`src/rtl/mmio_pkg.sv`:
```
// mmio_pkg
// Shared definitions for the memory-mapped output port: register offsets
// within the 16-byte window (word index a[3:2]), STATUS bit positions and
// a packed view of the STATUS word.
// Ports: none (package).
package mmio_pkg;

    localparam logic [1:0] OFF_DATA   = 2'd0;
    localparam logic [1:0] OFF_STATUS = 2'd1;
    localparam logic [1:0] OFF_TXCNT  = 2'd2;

    localparam int ST_EMPTY = 8;
    localparam int ST_FULL  = 9;
    localparam int ST_OVF   = 10;

    // Field order is MSB first, so count lands in [7:0] and the flags sit at
    // ST_EMPTY/ST_FULL/ST_OVF.
    typedef struct packed {
        logic [20:0] rsvd;
        logic        overflow;
        logic        full;
        logic        empty;
        logic [7:0]  count;
    } status_t;

endpackage

```
`src/rtl/mmio_outport_if.sv`:
```
// mmio_outport_if
// Bundles the CPU data-bus responder signals and the outbound valid/ready
// stream of the output port.
// Ports (signals):
//   we, a, wd   CPU store strobe, byte address, store data
//   rd          load data back to the CPU (0 outside the window)
//   out_valid   stream word available
//   out_data    stream word
//   out_ready   sink accepts the word
// Modports: master (CPU + sink side), slave (the peripheral).
interface mmio_outport_if;
    logic        we;
    logic [31:0] a;
    logic [31:0] wd;
    logic [31:0] rd;
    logic        out_valid;
    logic [31:0] out_data;
    logic        out_ready;

    modport master (
        output we, a, wd, out_ready,
        input  rd, out_valid, out_data
    );

    modport slave (
        input  we, a, wd, out_ready,
        output rd, out_valid, out_data
    );
endinterface

```
`src/rtl/mmio_outport_fifo_sync.sv`:
```
// fifo_sync
// Single-clock FIFO with registered pointers and an occupancy counter.
// A push while full is accepted only when a pop happens in the same cycle.
// Ports:
//   clk    clock
//   reset  asynchronous active-low reset
//   push   write request, din written when accepted
//   pop    read request, ignored while empty
//   dout   head word (combinational from read pointer)
//   empty, full, count  occupancy status
module fifo_sync #(
    parameter int WIDTH = 32,
    parameter int DEPTH = 4
) (
    input  logic                     clk,
    input  logic                     reset,
    input  logic                     push,
    input  logic [WIDTH-1:0]         din,
    input  logic                     pop,
    output logic [WIDTH-1:0]         dout,
    output logic                     empty,
    output logic                     full,
    output logic [$clog2(DEPTH):0]   count
);

    localparam int AW = $clog2(DEPTH);
    localparam logic [AW:0] FULL_COUNT = (AW+1)'(DEPTH);

    logic [WIDTH-1:0] mem [DEPTH];
    logic [AW-1:0]    wrPtr;
    logic [AW-1:0]    rdPtr;
    logic             doPush;
    logic             doPop;

    assign empty  = (count == '0);
    assign full   = (count == FULL_COUNT);
    assign doPop  = pop & ~empty;
    // A slot frees up in the same edge when the head is popped, so a full
    // FIFO can still take the incoming word.
    assign doPush = push & (~full | doPop);
    assign dout   = mem[rdPtr];

    // Storage has no reset; stale entries are never visible past count.
    always_ff @(posedge clk) begin
        if (doPush) begin
            mem[wrPtr] <= din;
        end
    end

    // Pointers wrap naturally at DEPTH since DEPTH is a power of two.
    always_ff @(posedge clk or negedge reset) begin
        if (!reset) begin
            wrPtr <= '0;
            rdPtr <= '0;
            count <= '0;
        end else begin
            if (doPush) begin
                wrPtr <= wrPtr + AW'(1);
            end
            if (doPop) begin
                rdPtr <= rdPtr + AW'(1);
            end
            case ({doPush, doPop})
                2'b10:   count <= count + (AW+1)'(1);
                2'b01:   count <= count - (AW+1)'(1);
                default: count <= count;
            endcase
        end
    end

endmodule

```
`src/rtl/mmio_outport.sv`:
```
// mmio_outport
// Memory-mapped output peripheral. Stores to DATA push into a FIFO that
// drains to a valid/ready sink; loads return STATUS (count/empty/full/
// overflow) and TXCNT (number of drained words). rd is 0 outside the window
// so it can be ORed into the load-data path.
// Ports:
//   clk    clock
//   reset  asynchronous active-low reset
//   bus    mmio_outport_if.slave: we/a/wd/rd CPU side, out_* stream side
module mmio_outport #(
    parameter logic [31:0] BASE  = 32'hFFFF_0000,
    parameter int          DEPTH = 4
) (
    input  logic                 clk,
    input  logic                 reset,
    mmio_outport_if.slave        bus
);

    import mmio_pkg::*;

    localparam int AW = $clog2(DEPTH);

    logic          hit;
    logic [1:0]    off;
    logic          push;
    logic          pop;
    logic          drop;
    logic          ovfClear;
    logic          txWrite;
    logic          empty;
    logic          full;
    logic [AW:0]   count;
    logic          overflow;
    logic [31:0]   txcnt;
    status_t       statusWord;
    logic          unusedAddrBits;

    assign unusedAddrBits = ^bus.a[1:0];

    assign hit  = (bus.a[31:4] == BASE[31:4]);
    assign off  = bus.a[3:2];
    assign push = bus.we & hit & (off == OFF_DATA);
    assign pop  = bus.out_valid & bus.out_ready;
    // The FIFO takes a full-time push only when a pop frees a slot.
    assign drop = push & full & ~pop;
    assign ovfClear = bus.we & hit & (off == OFF_STATUS) & bus.wd[ST_OVF];
    assign txWrite  = bus.we & hit & (off == OFF_TXCNT);

    fifo_sync #(
        .WIDTH (32),
        .DEPTH (DEPTH)
    ) u_fifo (
        .clk   (clk),
        .reset (reset),
        .push  (push),
        .din   (bus.wd),
        .pop   (pop),
        .dout  (bus.out_data),
        .empty (empty),
        .full  (full),
        .count (count)
    );

    assign bus.out_valid = ~empty;

    // Sticky overflow: a drop in the same cycle as a clear wins.
    always_ff @(posedge clk or negedge reset) begin
        if (!reset) begin
            overflow <= 1'b0;
        end else if (drop) begin
            overflow <= 1'b1;
        end else if (ovfClear) begin
            overflow <= 1'b0;
        end
    end

    // A CPU write to TXCNT takes priority over a concurrent pop.
    always_ff @(posedge clk or negedge reset) begin
        if (!reset) begin
            txcnt <= '0;
        end else if (txWrite) begin
            txcnt <= bus.wd;
        end else if (pop) begin
            txcnt <= txcnt + 32'd1;
        end
    end

    always_comb begin
        statusWord          = '0;
        statusWord.count    = 8'(count);
        statusWord.empty    = empty;
        statusWord.full     = full;
        statusWord.overflow = overflow;
    end

    // DATA and the reserved slot read as zero; loads never pop.
    always_comb begin
        bus.rd = '0;
        if (hit) begin
            case (off)
                OFF_STATUS: bus.rd = statusWord;
                OFF_TXCNT:  bus.rd = txcnt;
                default:    bus.rd = '0;
            endcase
        end
    end

endmodule

```
`src/flat_wrapper.sv`:
```
// flat-port wrapper written by rule: the top's interface ports become plain ports
module mmio_outport_flat import mmio_pkg::*;
#(
    parameter logic [31:0] BASE  = 32'hFFFF_0000,
    parameter int          DEPTH = 4
)
  (clk, reset, bus_we, bus_a, bus_wd, bus_out_ready, bus_rd, bus_out_valid, bus_out_data);
  mmio_outport_if bus_i ();
  input  logic clk;
  input  logic reset;
  input wire logic [$bits(bus_i.we)-1:0] bus_we;
  input wire logic [$bits(bus_i.a)-1:0] bus_a;
  input wire logic [$bits(bus_i.wd)-1:0] bus_wd;
  input wire logic [$bits(bus_i.out_ready)-1:0] bus_out_ready;
  output wire logic [$bits(bus_i.rd)-1:0] bus_rd;
  output wire logic [$bits(bus_i.out_valid)-1:0] bus_out_valid;
  output wire logic [$bits(bus_i.out_data)-1:0] bus_out_data;
  assign bus_i.we = bus_we;
  assign bus_i.a = bus_a;
  assign bus_i.wd = bus_wd;
  assign bus_i.out_ready = bus_out_ready;
  assign bus_rd = bus_i.rd;
  assign bus_out_valid = bus_i.out_valid;
  assign bus_out_data = bus_i.out_data;
  mmio_outport #(.BASE(BASE), .DEPTH(DEPTH)) u_core (.clk(clk), .reset(reset), .bus(bus_i));
endmodule
```
`config.mk`:
```
export PLATFORM = sky130hd
export DESIGN_NAME = mmio_outport_flat
export DESIGN_NICKNAME = d
export VERILOG_FILES = /design/src/rtl/mmio_pkg.sv /design/src/rtl/mmio_outport_if.sv /design/src/rtl/mmio_outport_fifo_sync.sv /design/src/rtl/mmio_outport.sv /design/src/flat_wrapper.sv
export SDC_FILE = /design/constraint.sdc
export NUM_CORES = 1
export LEC_CHECK = 0
export ABC_AREA = 1
export BUFFER_PORTS_ARGS = -buffer_cell sky130_fd_sc_hd__buf_2
export CORE_MARGIN = 2
export CORE_UTILIZATION = 40
export CTS_CLUSTER_DIAMETER = 60
export DETAILED_ROUTE_END_ITERATION = 6
export SYNTH_ARGS = -nofsm -noshare
export SYNTH_HDL_FRONTEND = slang
export SYNTH_SLANG_ARGS = --single-unit
```
`constraint.sdc`:
```
create_clock -name clk -period 3.4 [get_ports clk]
set_input_delay 0.17 -clock clk [delete_from_list [all_inputs] [get_ports clk]]
set_output_delay 0.17 -clock clk [all_outputs]
set_load 0.01 [all_outputs]
```
Word-level counts from Yosys, hierarchy flattened
Memory sizes are Yosys's and may differ from the RTL's.
Cells that the tools add are included.
{"block": "classes", "addsub": 5, "n_eq_ne": 6, "n_mux": 9, "n_bitwise": 14, "reduce_logical": 5}
{"op": "32-bit 2-to-1 mux", "count": 3}
{"op": "32-bit case mux with 2 select lines", "count": 1}
{"op": "32-bit by 1-bit adder with 32-bit output (second input constant)", "count": 1}
{"op": "28-bit == test (second input constant)", "count": 1}
{"op": "1-bit bitwise AND", "count": 10}
{"op": "3-bit case mux with 2 select lines", "count": 1}
{"op": "2-bit nonzero test", "count": 3}
{"op": "2-bit by 1-bit adder with 2-bit output (second input constant)", "count": 2}
{"op": "2-bit by 1-bit == test with 1-bit output (second input constant)", "count": 2}
{"op": "2-bit == test (second input constant)", "count": 2}
{"op": "1-bit 2-to-1 mux", "count": 4}
{"op": "3-bit by 1-bit adder with 3-bit output (second input constant)", "count": 1}
{"op": "3-bit == test (second input constant)", "count": 1}
{"op": "3-bit logical NOT", "count": 1}
{"op": "1-bit NOT", "count": 3}
{"op": "3-bit by 1-bit subtractor with 3-bit output (second input constant)", "count": 1}
{"op": "2-bit logical NOT", "count": 1}
{"op": "1-bit bitwise OR", "count": 1}
{"block": "totals", "ff_bits": 40, "ramBits": 128, "inputBits": 68, "out_inout_bits": 65, "word_cells": 45, "n_memories": 1}
{"name": "u_core.u_fifo.mem", "words": 4, "word_bits": 32, "rd": 1, "rd_clocked_by_memory_dff": 0, "wr": 1, "line_no": "mmio_outport_fifo_sync.sv:29", "text": "logic [WIDTH-1:0] mem [DEPTH];"}

Depth between registers and ports, before layout
Gate-level depths: netlist (run 1).
{"block": "depth", "ltp_word": 8, "mapped_depth": 15, "depth_no_buf": 15}

Hierarchy
Synthesis (run 1) repeated with hierarchy kept, for this count alone.
{"block": "hier_totals", "hier_cells": 971, "area_unflattened_um2": 8500.7}
{"mod": "fifo_sync", "n_inst": 1, "cells_each": 405, "area_per_inst_um2": 5270.1, "seq_area_each_um2": 4018.9}
{"mod": "mmio_outport", "n_inst": 1, "cells_each": 566, "area_per_inst_um2": 3230.6, "seq_area_each_um2": 825.8}

Least setup slack after synthesis (run 1)
Ideal clock, no wire load.
{"block": "synth_path", "kind": "input port to flip-flop", "startpoint": "input port bus_a[29]", "endpoint": "memory u_core.u_fifo.mem[0][0], enable pin", "setup_ns": 0.421, "arrival_ns": 2.391, "required_time_ns": 2.979, "slack_ns": 0.588, "path_stages": 8, "n_path_buf": 0, "path_cell_list": "nand2_1 > nor2_1 > nand3_1 > nor2_4 > nand3_1 > nor2_2 > inv_1 > nor2_1"}
{"block": "synth_via", "elab_chain_cells": 6}
{"item": "start: declaration", "line_no": "flat_wrapper.sv:12", "text": "input wire logic [$bits(bus_i.a)-1:0] bus_a;"}
{"item": "28-bit == test", "line_no": "mmio_outport.sv:40", "text": "assign hit = (bus.a[31:4] == BASE[31:4]);"}
{"item": "1-bit bitwise AND (2 in series)", "line_no": "mmio_outport.sv:42", "text": "assign push = bus.we & hit & (off == OFF_DATA);"}
{"item": "1-bit bitwise AND", "line_no": "mmio_outport_fifo_sync.sv:40", "text": "assign doPush = push & (~full | doPop);"}
{"item": "1-bit 2-to-1 mux", "line_no": "mmio_outport_fifo_sync.sv:45", "text": "if (doPush) begin"}
{"item": "1-bit 2-to-1 mux (implied by the code)", "line_no": "mmio_outport_fifo_sync.sv:46", "text": "mem[wrPtr] <= din;"}
{"item": "end: declaration", "line_no": "mmio_outport_fifo_sync.sv:29"}
Every way passes these cells.

Worst setup path after layout (run 1)
{"block": "layout_path", "startpoint": "register u_core.u_fifo.rdPtr[0]", "endpoint": "output port bus_out_data[30]"}
{"block": "layout_via", "elab_chain_cells": 1}
{"item": "start: declaration", "line_no": "mmio_outport_fifo_sync.sv:31", "text": "logic [AW-1:0] rdPtr;"}
{"item": "start signal: assignment", "line_no": "mmio_outport_fifo_sync.sv:61", "text": "rdPtr <= rdPtr + AW'(1);"}
{"item": "memory read 4 x 32 bit"}
{"item": "end: declaration", "line_no": "flat_wrapper.sv:17", "text": "output wire logic [$bits(bus_i.out_data)-1:0] bus_out_data;"}
Every way passes these cells.

==> results of run 1 <==
cell usage in the layout, fill, tap and decap left out, types with 5 or more instances in the layout:
| master | n |
|---|---|
| sky130_fd_sc_hd__xor2_1 | 24 |
| sky130_fd_sc_hd__inv_1 | 71 |
| sky130_fd_sc_hd__edfxtp_1 | 128 |
| sky130_fd_sc_hd__nand3_1 | 25 |
| sky130_fd_sc_hd__buf_2 | 130 |
| sky130_fd_sc_hd__o22ai_1 | 35 |
| sky130_fd_sc_hd__ha_1 | 8 |
| sky130_fd_sc_hd__o211ai_1 | 5 |
| sky130_fd_sc_hd__o21ai_0 | 83 |
| sky130_fd_sc_hd__nor2_1 | 158 |
| sky130_fd_sc_hd__or2_2 | 5 |
| sky130_fd_sc_hd__nand2_1 | 154 |
| sky130_fd_sc_hd__nor2_4 | 6 |
| sky130_fd_sc_hd__dlygate4sd3_1 | 30 |
| sky130_fd_sc_hd__buf_4 | 8 |
| sky130_fd_sc_hd__dfrtp_1 | 39 |
| sky130_fd_sc_hd__a21oi_1 | 8 |
| sky130_fd_sc_hd__o21ai_1 | 8 |
| sky130_fd_sc_hd__clkbuf_16 | 17 |
| sky130_fd_sc_hd__nor3_1 | 11 |
| sky130_fd_sc_hd__nand4_1 | 5 |
flip-flops by register name, indices dropped and copies added (netlist names):
register / cells
u_core.u_fifo.mem: 128
u_core.txcnt: 32
u_core.u_fifo.count: 3
u_core.u_fifo.rdPtr: 2
u_core.u_fifo.wrPtr: 2
u_core.overflow: 1
routing by layer:
layer | GRT usage, % | vias up | routed length (um)
met2 | 33.6 | 196 | 10100
met5 | 0 | - | 0
met1 | 25.5 | 2963 | 9120
met4 | 6.14 | 0 | 289
met3 | 4.75 | 25 | 1070
li1 | - | 3104 | -
metrics by stage:
stage	hold WS (ns)	cells	utilization, %	area [um2]	setup WS [ns]
global placement	0.381	1199	45.6	8880	0.843
finish	0.00230	1261	50.0	9730	0.971
CTS	0.000151	1258	49.8	9700	0.977
detailed placement	0.387	1199	45.6	8880	0.837
floorplan	-0.126	827	-	7950	0.588
global route	0.00101	1261	50.0	9730	0.801
power breakdown:
| group | switching [uW] | internal (uW) |
|---|---|---|
| combinational | 1180 | 625 |
| clock | 811 | 1010 |
| sequential | 129 | 2310 |
cell families after synthesis:
group           share of synthesized area (%)
buf+inv                                  5.33
xor+xnor                                 2.86
simple gates                             19.2
fa+ha+maj                                1.51
compound gates                           10.2
flops                                    60.9
critical path, stage by stage, from the launching register on:
cell	delay, ns
sky130_fd_sc_hd__dfrtp_2	0.41
sky130_fd_sc_hd__inv_2	0.79
sky130_fd_sc_hd__o21ai_0	0.18
sky130_fd_sc_hd__o22ai_1	0.26
sky130_fd_sc_hd__buf_2	0.18
cell usage after synthesis (all sizes together):
| master | n |
|---|---|
| o31ai | 1 |
| nand3 | 27 |
| ha | 8 |
| nand3b | 1 |
| o21ai | 91 |
| o211ai | 5 |
| xnor2 | 2 |
| inv | 73 |
| o22ai | 35 |
| buf | 8 |
| nand4 | 5 |
| dfrtp | 40 |
| nor3 | 11 |
| or2 | 5 |
| a31oi | 3 |
| edfxtp | 128 |
| clkbuf | 23 |
| a21oi | 8 |
| fa | 1 |
| nand2 | 158 |
| xor2 | 24 |
| o221ai | 4 |
| nor2 | 166 |
worst min path at each step:
stage,depth (start not counted),start,slack (ns),end
final,1,bus_wd[2],0.002,u_core.u_fifo.mem[3][2]
after global routing,1,bus_wd[13],0.001,u_core.u_fifo.mem[0][13]
after CTS,1,bus_wd[2],0.0002,u_core.u_fifo.mem[2][2]
after detailed placement,1,reset,0.39,u_core.u_fifo.wrPtr[1]
after global placement,1,reset,0.38,u_core.u_fifo.wrPtr[1]
after floorplan,0,reset,-0.13,u_core.overflow
cell type report:
class | count | area, um2 | share of cell area (%)
well taps | 265 | 332 | 3.41
multi-input cells | 555 | 2720 | 27.9
clock inverters | 14 | 125 | 1.29
flip-flops and latches | 168 | 4850 | 49.8
repair buffers | 168 | 1010 | 10.4
inverters | 73 | 274 | 2.82
clock buffers | 18 | 429 | 4.41
what timing repair did:
action,in CTS,in global routing
hold buffers,27,3
setup endpoints to repair,0,0
endpoints found under the hold margin,141,6
==> reports/results.txt, run 1 <==
The flow ran to the end, and the final reports show no timing, DRC or antenna violations. Mean instance size in the synthesized netlist: 9.62 um2. The repair_antennas step left the layout with diodes totalling 0. Across every metal layer, demand over resource in global routing totals 19.9%. When the netlist entered floorplanning its net count stood at 904.

The first-pass GRT wire length was 32.9 mm; the number of primary I/O pins was 133. The reg-to-reg setup timing slack was 1.13 ns. The fmax was 412 MHz. Global routing finished with a remaining overflow of 0. After technology mapping, the gate count stands at 827. The minimum clock period was 2.43 ns. The H-tree was split into 4 levels.

Row generation in the floorplan step produced 51 rows. The path class of the tightest hold or removal check is in -> reg. The first routing iteration left 549 violations.

Port buffering added 130 buffers. VDD sags by at most 0.355 mV. For this run, the register share of the synthesized area comes to 60.9%. The worst setup path is captured at a primary output. Core area: 19500 um2. Summed over its instances, the top area cell type makes up 48.3% of the synthesized netlist area. The count of antenna-violating nets left after detailed routing is 0, and the mean number of vias per cell is 4.99. The worst register-to-register path has a depth of 7.

After synthesis the netlist holds a flip-flop and latch count of 168. The remaining routing DRC violations came out at 0. The sum of internal, switching and leakage power was 6070 uW. For this configuration, the core starts out at a cell density of 40.9%. Beginning of the critical path: u_core.u_fifo.rdPtr[0]. The tools report the total of endpoints with negative setup slack in the final report as 0.

The biggest fanout along the worst timing path is 65, and the summed instance area of the synthesized netlist is 7950 um2. The post-cts sizing count was 0; the final-stage net count was 1060. The capturing element of the worst setup path was bus_out_data[30]. The number of antenna violations at the first check in global routing is 0, and the later-pin clock latency in the skew report is 0.43 ns. The area overhead of the layout relative to synthesis came out at 22.4%. The hold violation count in the final report was 0; the total count of max-transition violations in the final report was 0. The run gives 20.5 mm as the total wire length. The buffer levels on the longest clock path came out at 2. Final total negative setup slack: 0 ns. Setup clock skew after layout: 0.0117 ns. The tools report the kind of start point of the critical path as a flip-flop.

The warning count from the yosys run is 0, and the wire length per cell after detailed routing is 16.3 um. The final period utilization is 71.4%. The startpoint identified for the worst register-to-register timing path is u_core.u_fifo.count[0]. The first detailed-routing pass took 5 iterations. Setup repair after global routing left no endpoint under its margin.

Fill cell instance count of the final layout: 1836. For the clock net sink count, the log shows 168. Endpoint of the most critical register-to-register path: u_core.u_fifo.mem[2][6].

TritonCTS built the clock tree. The tree is rooted in a sky130_fd_sc_hd__clkbuf_16. The count of cell types in the netlist was 32; the maximum number of pins on one net before global-route repair was 66. The required time reported for the critical path endpoint was 3.23 ns. The post-CTS setup-driven buffer insertion count is 0, and the floorplan die area is 21000 um2. The number of global-route vias before repair was 6294; the clock-pin slew on the worst setup and hold paths was 0.06 ns. The remaining max-slew budget at the tightest pin is 26.4%, and the power density of the placed cells is 623 nW/um2.

At the pin with the least slew margin, the transition time is 1.10 ns. Measured along the x axis, the die boundary spans 145 um. The biggest area contributor in the post-synthesis netlist is sky130_fd_sc_hd__edfxtp_1.

Leakage power of the design: 0.00387 uW. In this run, CTS created clock tree buffers numbering 17. The y dimension of the die was 145 um; the total number of vias was 6288. The tool flagged a number of max-cap violations equal to 0. Data on the critical path arrives at its endpoint at 2.26 ns.

At the end of routability-driven placement, the weighted congestion stood at 0.927. The post-route netlist has 19.1% of its cells at a drive strength greater than 1. Ranked by total cell area, the synthesized netlist is headed by sky130_fd_sc_hd__edfxtp_1 48%, sky130_fd_sc_hd__dfrtp_1 13%, sky130_fd_sc_hd__nor2_1 7.6%. For the placed wire-length estimate, the log shows 13.4 mm. Category of the most critical setup path: reg -> out.
No activity file was read; power rests on OpenSTA's default activity.
==> run 2: changes to the inputs <==
clock period = 2.3 ns   (was 3.4 ns; I/O delays follow)
==> run 2 against run 1 <==
Cell area rose by 2.9%. Utilization rose by 1.5 points. Sequential share of layout area fell by 1.4 points. Sequential power rose by 48%. Via count rose by 1.0%. Final cell count rose by 1.3%. Global-route usage rose by 0.18 points. Register-to-register slack got worse by 0.85 ns. Non-clock buffer count rose by 17. Clock power rose by 59%. Setup slack got worse by 0.69 ns. Largest cell class unchanged. Largest power group unchanged. Highest routed layer unchanged.
==> reports/results.txt, run 2 (synthesized netlist as in run 1, its figures left out) <==
The final period utilization is 87.8%, and the depth of the CTS H-tree is 4 (unchanged). Based on the critical path, the design can be clocked at up to 495 MHz. For the remaining routing DRC violations, the log shows 0 (unchanged).

On the critical path, the stage with the largest delay is an instance of sky130_fd_sc_hd__dfrtp_1. The total count of max-transition violations in the final report was 0 (unchanged). The run gives 0 (unchanged) as the number of antenna violations at the first check in global routing.

The power density of the placed cells works out to 930 nW/um2 (+49%). The hold violation count in the final report came out at 0 (unchanged). Endpoint of the worst hold path: u_core.overflow. For the finished layout, the period the worst path requires is 2.02 ns. The total wire length was 20.6 mm (+0.39%). The x dimension of the die is 145 um (unchanged).

The placed wire-length estimate is 14.3 mm (+6.3%), and the worst hold path cell count is 3 (+2). The worst setup path is of the reg -> reg kind. The setup clock skew after layout came out at 0.00809 ns (-0.00359 ns). The area overhead of the layout relative to synthesis is 25.9%. The tools report the combined global-route utilization of all metal layers as 20.1% (+0.18 points). In the layout the commonest cells are 158 x sky130_fd_sc_hd__nor2_1, 154 x sky130_fd_sc_hd__nand2_1, 130 x sky130_fd_sc_hd__buf_2. The logs give 133 (unchanged) for the number of primary I/O pins and 66 (unchanged) for the maximum number of pins on one net before global-route repair. Worst setup slack before clock tree synthesis: 0.281 ns (-0.556 ns). The row count was 51 (unchanged). The register bank with the most flops is u_core.u_fifo.mem. The biggest fanout along the worst timing path is 4 (-94%), and the total of endpoints with negative setup slack in the final report is 0 (unchanged). Buffer levels on the longest clock path: 2 (unchanged). The total CTS buffers came out at 17 (unchanged). The tree is rooted in a sky130_fd_sc_hd__clkbuf_16. The flow ran to the end, and the final reports show no timing, DRC or antenna violations. STA classifies the critical path endpoint as a flip-flop. The run gives 0 (unchanged) as the total inserted antenna cells. Endpoint of the most critical register-to-register path: u_core.u_fifo.count[2]. Floorplan die area: 21000 um2 (unchanged). The y dimension of the die is 145 um (unchanged).

The clock-pin slew on the worst setup and hold paths was 0.06 ns (about the same). The clock net sink count is 168 (unchanged). In the final layout, the registers with the most flip-flops are u_core.u_fifo.mem (128), u_core.txcnt (32), u_core.u_fifo.count (3). Walking the worst path, the cells encountered are nor2_1 -> nand2_1 -> nand2_2 -> inv_1 -> nand2_1 -> inv_1 -> fa_1 -> inv_1 -> nand2_1 -> nand3_1 -> nand2_1 -> inv_1. The reg-to-reg setup timing slack is 0.28 ns (-0.85 ns), and the wire length per cell after detailed routing is 16.1 um (-0.95%). The tools report the post-route cell area as 10000 um2 (+2.9%). Setup repair after global routing left no endpoint under its margin. The first-pass iteration count of the detailed router is 5 (unchanged), and the number of DRC markers in iteration 0 is 511 (-6.9%). The final worst hold slack was 0.0803 ns (+0.0779 ns). For the number of placed instances with taps included, the log shows 1212 (+1.1%). The most frequent standard cell in the layout excluding fill and tap cells is sky130_fd_sc_hd__nor2_1. For the starting density of the core, the log shows 40.9% (unchanged). The logs give 2.40 ns (+0.14 ns) for the arrival time reported for the critical path endpoint and 0.43 ns (about the same) for the later-pin clock latency in the skew report. The tools report the largest vdd supply drop as 0.428 mV (+21%). TritonCTS built the clock tree. The mean number of vias per cell works out to 4.97 (-0.31%).

The kind of path behind the tightest hold check was in -> reg. Post-layout instance count excluding filler cells: 1278 (+1.3%). The run gives 1077 (+1.6%) as the final-stage net count. The logs give 19500 um2 (unchanged) for the core area and 0 (unchanged) for the post-cts sizing count. For the count of antenna-violating nets left after detailed routing, the log shows 0 (unchanged).

The tools report the total number of vias as 6353 (+1.0%). The logs give 2.68 ns (-0.55 ns) for the required time reported for the critical path endpoint and 0.939 (+1.4%) for the weighted congestion at the end of routability-driven global placement. The leakage power of the design is 0.00400 uW (+3.3%). The max capacitance violation total was 0 (unchanged); the logic depth of the worst register-to-register path was 12 (+5). The post-detailed-placement cell area came out at 9070 um2 (+2.2%). Maximum single-stage delay on the critical path: 0.43 ns (-0.36 ns). The launch point of the worst hold path is bus_we. The logs give 0.281 ns (-0.689 ns) for the worst-case setup margin in the final layout and 33.1 mm (+0.65%) for the first-pass GRT wire length. The number of global-route vias before repair was 6242 (-0.83%). Worst reg2reg path startpoint: u_core.u_fifo.count[1]. The total congestion overflow is 0 (unchanged), and the count of buffers from port buffering is 130 (unchanged). The remaining max-slew budget at the tightest pin was 64.6% (+38 points); the ratio of cells with drive above 1 in the final layout was 20.0% (+0.96 points).

Number of flip-flops in the largest register: 128 (unchanged). The slew at the pin with the worst max-slew slack was 0.531 ns (-0.572 ns). The worst setup path is launched from a flip-flop.
run 2: changes by cell type in the layout (fill, tap and decap cells not counted), sizes merged:
cell         previous run  this run
clkbuf                 18        17
bufinv                  1         3
dlygate4sd3            30        34
clkinv                  6         8
buf                   138       151
clkinvlp                3         2
inv                    77        75
run 2: what timing repair did:
action                                  in CTS  in global routing
buffers inserted                             0                  0
endpoints found under the setup margin       0                  0
hold endpoints to repair                   154                  0
hold buffers                                34                  0
run 2: worst max path at each step:
stage,start,endpoint,slack (ns),cells past startpoint
6_report,u_core.u_fifo.count[1],u_core.u_fifo.count[2],0.28,12
5_1_grt,u_core.u_fifo.count[1],u_core.u_fifo.count[2],0.04,11
2_1_floorplan,bus_a[29],u_core.u_fifo.mem[0][0],-0.46,8
4_1_cts,u_core.u_fifo.rdPtr[1],bus_out_data[15],0.26,5
3_3_place_gp,bus_a[11],u_core.u_fifo.mem[3][19],0.28,11
3_5_place_dp,bus_a[11],u_core.u_fifo.mem[3][19],0.28,11
run 2: final cells by class:
type / instances / area (um2)
Tap cell: 265 / 332
Clock inverter: 15 / 175
Sequential cell: 168 / 4850
Timing Repair Buffer: 185 / 1250
Fill cell: 1782 / 9450
Inverter: 73 / 274
Multi-Input combinational cell: 555 / 2720
Clock buffer: 17 / 425
run 2: metal layers:
layer  wire [um]  global-route usage [%]  share of wire, %
met1        9330                    26.7                45
met2        9930                    33.8                48
met3        1020                    3.33               4.9
met4         334                    6.53               1.6
met5           0                       0                 0
run 2: worst max-delay path: cells and delay by family (launching register included):
family / cells / cell delay (ns)
buffers and inverters: 4 / 0.32
DFF: 1 / 0.43
and+or+nand+nor: 7 / 0.78
adders and majority gates: 1 / 0.42
run 2: per-stage QoR:
| step | TNS (ns) | total power (uW) | utilization, % |
|---|---|---|---|
| final | 0 | 9310 | 51.5 |
| after global routing | 0 | 9820 | 51.5 |
| after CTS | 0 | 9370 | 51.5 |
| after detailed placement | 0 | 6440 | 46.6 |
| after global placement | 0 | 6390 | 46.6 |
| after floorplan | -58.54 | 5340 | - |
run 2: power by group:
group / switching, uW / internal, uW
Combinational: 1760 / 1030
Clock: 1190 / 1710
Sequential: 211 / 3410
==> run 3: changes to the inputs <==
SYNTH_HIERARCHICAL = 1   (was not set)
==> run 3 against run 2 <==
Clock skew grew 0.0017 ns. Routed wire length is 4.0% higher. Clock power up 3%. Register-to-register slack worse by 0.15 ns. Hold slack got worse by 0.0058 ns. Flip-flop and latch count is the same. Sequential power shrank 9.7%. Global-route usage down 0.67 points. Critical path depth grew 4. Via count increased by 8.9%. Largest cell class unchanged. Largest power group unchanged. Highest routed layer unchanged.
==> reports/results.txt, run 3 <==
For the total of endpoints with negative setup slack in the final report, the log shows 0 (unchanged). The category of the most critical setup path was reg -> reg. The synthesized instance count was 971 (+17%).

The starting density of the core was 40.6% (-0.30 points). The cell type with the highest aggregate area in the netlist was sky130_fd_sc_hd__edfxtp_1. The count of antenna-violating nets left after detailed routing came out at 0 (unchanged).

The remaining routing DRC violations was 0 (unchanged); the critical path buffer and inverter count was 5 (+1). The row count is 53 (+3.9%), and the multi-input logic area is 3140 um2 (+16%). The count of buffers from port buffering was 130 (unchanged); the combined global-route utilization of all metal layers was 19.4% (-0.67 points). Number of primary I/O pins: 133 (unchanged). The cell family contributing the most delay on the critical path is simple AND/OR/NAND/NOR gates.

The tightest min-delay check is of the in -> reg type. The maximum number of pins on one net before global-route repair was 67 (+1.5%); the number of flip-flops in the largest register was 128 (unchanged). The post-synthesis async set-or-reset flop share is 23.8% (unchanged).

The floorplan die area is 22400 um2 (+6.7%), and the total number of vias is 6918 (+8.9%). The tools report the setup clock skew after layout as 0.00975 ns (+0.00166 ns). Leaving out fill and tap cells, the most frequent cells in the layout are 235 x sky130_fd_sc_hd__nand2_1, 179 x sky130_fd_sc_hd__nor2_1, 130 x sky130_fd_sc_hd__buf_2. Kind of start point of the critical path: a flip-flop. For hold timing, the worst endpoint is u_core/u_fifo/rdPtr[0].

The number of global-route vias before repair is 6361 (+1.9%). The register bank with the most flops is u_core/u_fifo/mem. First-pass iteration count of the detailed router: 5 (unchanged).

Wire length per cell after detailed routing: 15.1 um (-6.7%). The minimum clock period is 2.17 ns (+0.152 ns), and the max capacitance violation total is 0 (unchanged). The maximum single-stage delay on the critical path works out to 0.44 ns (about the same). The largest registers in the layout are u_core/u_fifo/mem (128), u_core/txcnt (32), u_core/u_fifo/count (3).

The fmax was 461 MHz (-7.0%); the number of register bits inferred by synthesis was 168 (unchanged). The logs give 0 ns (unchanged) for the final total negative setup slack and 1215 (+13%) for the final-stage net count. The ratio of cells with drive above 1 in the final layout was 19.9% (-0.13 points). TritonCTS built the clock tree. The synthesized netlist net count was 1049 (+16%).

The worst hold path cell count was 5 (+2). The first-pass GRT wire length was 33.4 mm (+1.0%). Worst-case setup margin in the final layout: 0.130 ns (-0.152 ns).

The mean instance size in the synthesized netlist is 8.75 um2 (-9.0%). Traced cell by cell, the critical path runs through nor2_2 -> nand2_1 -> inv_1 -> inv_2 -> nand2_4 -> clkinv_4 -> inv_4 -> nand3_4 -> nand2_8 -> ha_4 -> inv_2 -> fa_2 -> nand2_1 -> nand3_1 -> nand2_1 -> nand2_1. The area overhead of the layout relative to synthesis was 23.9%; the count of flip-flops with a built-in enable after synthesis was 128 (unchanged).

The worst setup slack before clock tree synthesis is 0.107 ns (-0.174 ns). The total inserted antenna cells was 0 (unchanged); the slew at the pin with the worst max-slew slack was 0.457 ns (-0.0735 ns). In the synthesized netlist, the cells that appear most often are 237 x sky130_fd_sc_hd__nand2_1, 184 x sky130_fd_sc_hd__nor2_1, 128 x sky130_fd_sc_hd__edfxtp_1, 89 x sky130_fd_sc_hd__inv_1, 79 x sky130_fd_sc_hd__o21ai_1. Biggest fanout along the worst timing path: 5 (+1). The hold violation count in the final report was 0 (unchanged). The run gives 0.00454 uW (+13%) as the leakage power of the design.

The tools report the largest vdd supply drop as 0.521 mV (+22%). The tools report the master cell of the clock root buffer as sky130_fd_sc_hd__clkbuf_16. Register area share after synthesis: 57.0% (-3.9 points). Count of cell types in the netlist: 33 (+3.1%). The tools report the reg-to-reg setup timing slack as 0.13 ns (-0.15 ns). The tools report the depth of the CTS H-tree as 4 (unchanged).

The number of placed instances with taps included came out at 1359 (+12%). Core area: 21000 um2 (+7.7%). Final period utilization: 94.4% (+6.6 points).

By instance count, the leading cell after synthesis is sky130_fd_sc_hd__nand2_1. The run gives 0.895 (-4.7%) as the weighted congestion at the end of routability-driven global placement. The worst hold path begins at bus_out_ready. Endpoint of the most critical register-to-register path: u_core/u_fifo/count[2].

The flow ran to the end, and the final reports show no timing, DRC or antenna violations. The required time reported for the critical path endpoint was 2.62 ns (-0.06 ns). Setup repair after global routing left no endpoint under its margin.

The portion of synthesized cell area occupied by the leading cell type works out to 45.2% (-3.1 points). The total CTS buffers was 17 (unchanged); the buffer levels on the longest clock path was 2 (unchanged). Yosys attributes the largest share of cell area to sky130_fd_sc_hd__edfxtp_1 45%, sky130_fd_sc_hd__dfrtp_1 12%, sky130_fd_sc_hd__nand2_1 10%.

The y dimension of the die works out to 150 um (+3.3%). Most common flop cell mapped by yosys: sky130_fd_sc_hd__edfxtp_1. The summed instance area of the synthesized netlist is 8500 um2 (+6.9%), and the clock-pin slew on the worst setup and hold paths is 0.06 ns (about the same). The kind of end point of the critical path was a flip-flop. The logic depth of the worst register-to-register path is 16 (+4), and the clock net sink count is 168 (unchanged).

The most frequent standard cell in the layout excluding fill and tap cells is sky130_fd_sc_hd__nand2_1. The run gives 6 (+6) as the warning count from the yosys run. The total count of max-transition violations in the final report is 0 (unchanged), and the later-pin clock latency in the skew report is 0.43 ns (about the same).

The arrival time reported for the critical path endpoint came out at 2.49 ns (+0.09 ns). The standard cell with the maximum stage delay on the critical path is sky130_fd_sc_hd__dfrtp_2. The logs give 21.4 mm (+4.0%) for the total wire length and 0 (unchanged) for the number of antenna violations at the first check in global routing. For the placed wire-length estimate, the log shows 14.7 mm (+3.0%).

The remaining max-slew budget at the tightest pin came out at 69.5% (+4.9 points). The total congestion overflow was 0 (unchanged). Mean number of vias per cell: 4.85 (-2.3%). In this design, the critical path's most frequently occurring cell is sky130_fd_sc_hd__nand2_1. The post-layout instance count excluding filler cells came out at 1425 (+12%). The run gives 493 (-3.5%) as the number of DRC markers in iteration 0. Fill cell instance count of the final layout: 1967 (+10%).

In this run the critical register-to-register path is launched from u_core/u_fifo/count[1]. The power density of the placed cells works out to 613 nW/um2 (-34%). X dimension of the die: 150 um (+3.3%).

The total area of sequential cells was 4850 um2 (about the same).
-- run 3: repair_timing --
item                                    CTS  global route
endpoints found under the setup margin    0             2
gates resized for setup                   0             2
hold endpoints to repair                148             0
buffers inserted                          0             1
hold buffers                             33             0
-- run 3: area by class of cell --
| class | count | area share [%] |
|---|---|---|
| Clock buffer | 18 | 4.07 |
| Clock inverter | 14 | 1.76 |
| Inverter | 93 | 3.38 |
| Multi-Input combinational cell | 671 | 29.8 |
| Sequential cell | 168 | 46.0 |
| Tap cell | 275 | 3.27 |
| Timing Repair Buffer | 186 | 11.7 |
-- run 3: stage by stage --
stage / util [%] / total power, uW / cell area, um2 / hold slack, ns
after floorplan: - / 3370 / 8610 / -0.181
after global placement: 45.7 / 3500 / 9580 / 0.0712
after detailed placement: 45.7 / 3500 / 9580 / 0.0736
after CTS: 50.2 / 6500 / 10500 / 0.0660
after global routing: 50.3 / 6650 / 10500 / 0.0893
final: 50.3 / 6460 / 10500 / 0.0744
-- run 3: worst max-delay path by stage --
stage                            from                endpoint  slack, ns  cells past startpoint
2_1_floorplan  u_core/u_fifo/count[1]  u_core/u_fifo/count[2]      0.006                     17
3_3_place_gp                bus_a[15]  u_core/u_fifo/count[1]       0.14                     13
3_5_place_dp   u_core/u_fifo/count[1]  u_core/u_fifo/count[2]       0.11                     16
4_1_cts        u_core/u_fifo/count[1]  u_core/u_fifo/count[2]       0.06                     16
5_1_grt        u_core/u_fifo/count[1]  u_core/u_fifo/count[2]       0.04                     16
6_report       u_core/u_fifo/count[1]  u_core/u_fifo/count[2]       0.13                     16
-- run 3: logic make-up (layout without fill, tap and decap cells) --
| logic type | count (synthesis) | in the layout | synth area share, % |
|---|---|---|---|
| buf+inv | 132 | 311 | 7.01 |
| simple gates | 529 | 529 | 26.1 |
| fa+ha+maj | 10 | 10 | 1.56 |
| compound gates | 126 | 126 | 7.71 |
| flops | 168 | 168 | 57.0 |
| xor+xnor | 6 | 6 | 0.618 |
-- run 3: layer usage --
layer | up-vias | share of wire, % | GRT usage, %
li1 | 3522 | - | -
met1 | 3211 | 48 | 27.6
met3 | 20 | 4.5 | 3.72
met5 | - | 0 | 0
met4 | 0 | 1.4 | 5.38
met2 | 165 | 46 | 30.5
-- run 3: power by group --
part           switching [uW]  internal (uW)
sequential          0.0000497           3270
combinational             121           91.8
clock                    1240           1740
total                    1360           5100
-- run 3: worst min-delay path, delay by kind of cell --
| family | cells | cell delay (ns) |
|---|---|---|
| and+or+nand+nor | 3 | 0.19 |
| buffers and inverters | 2 | 0.16 |
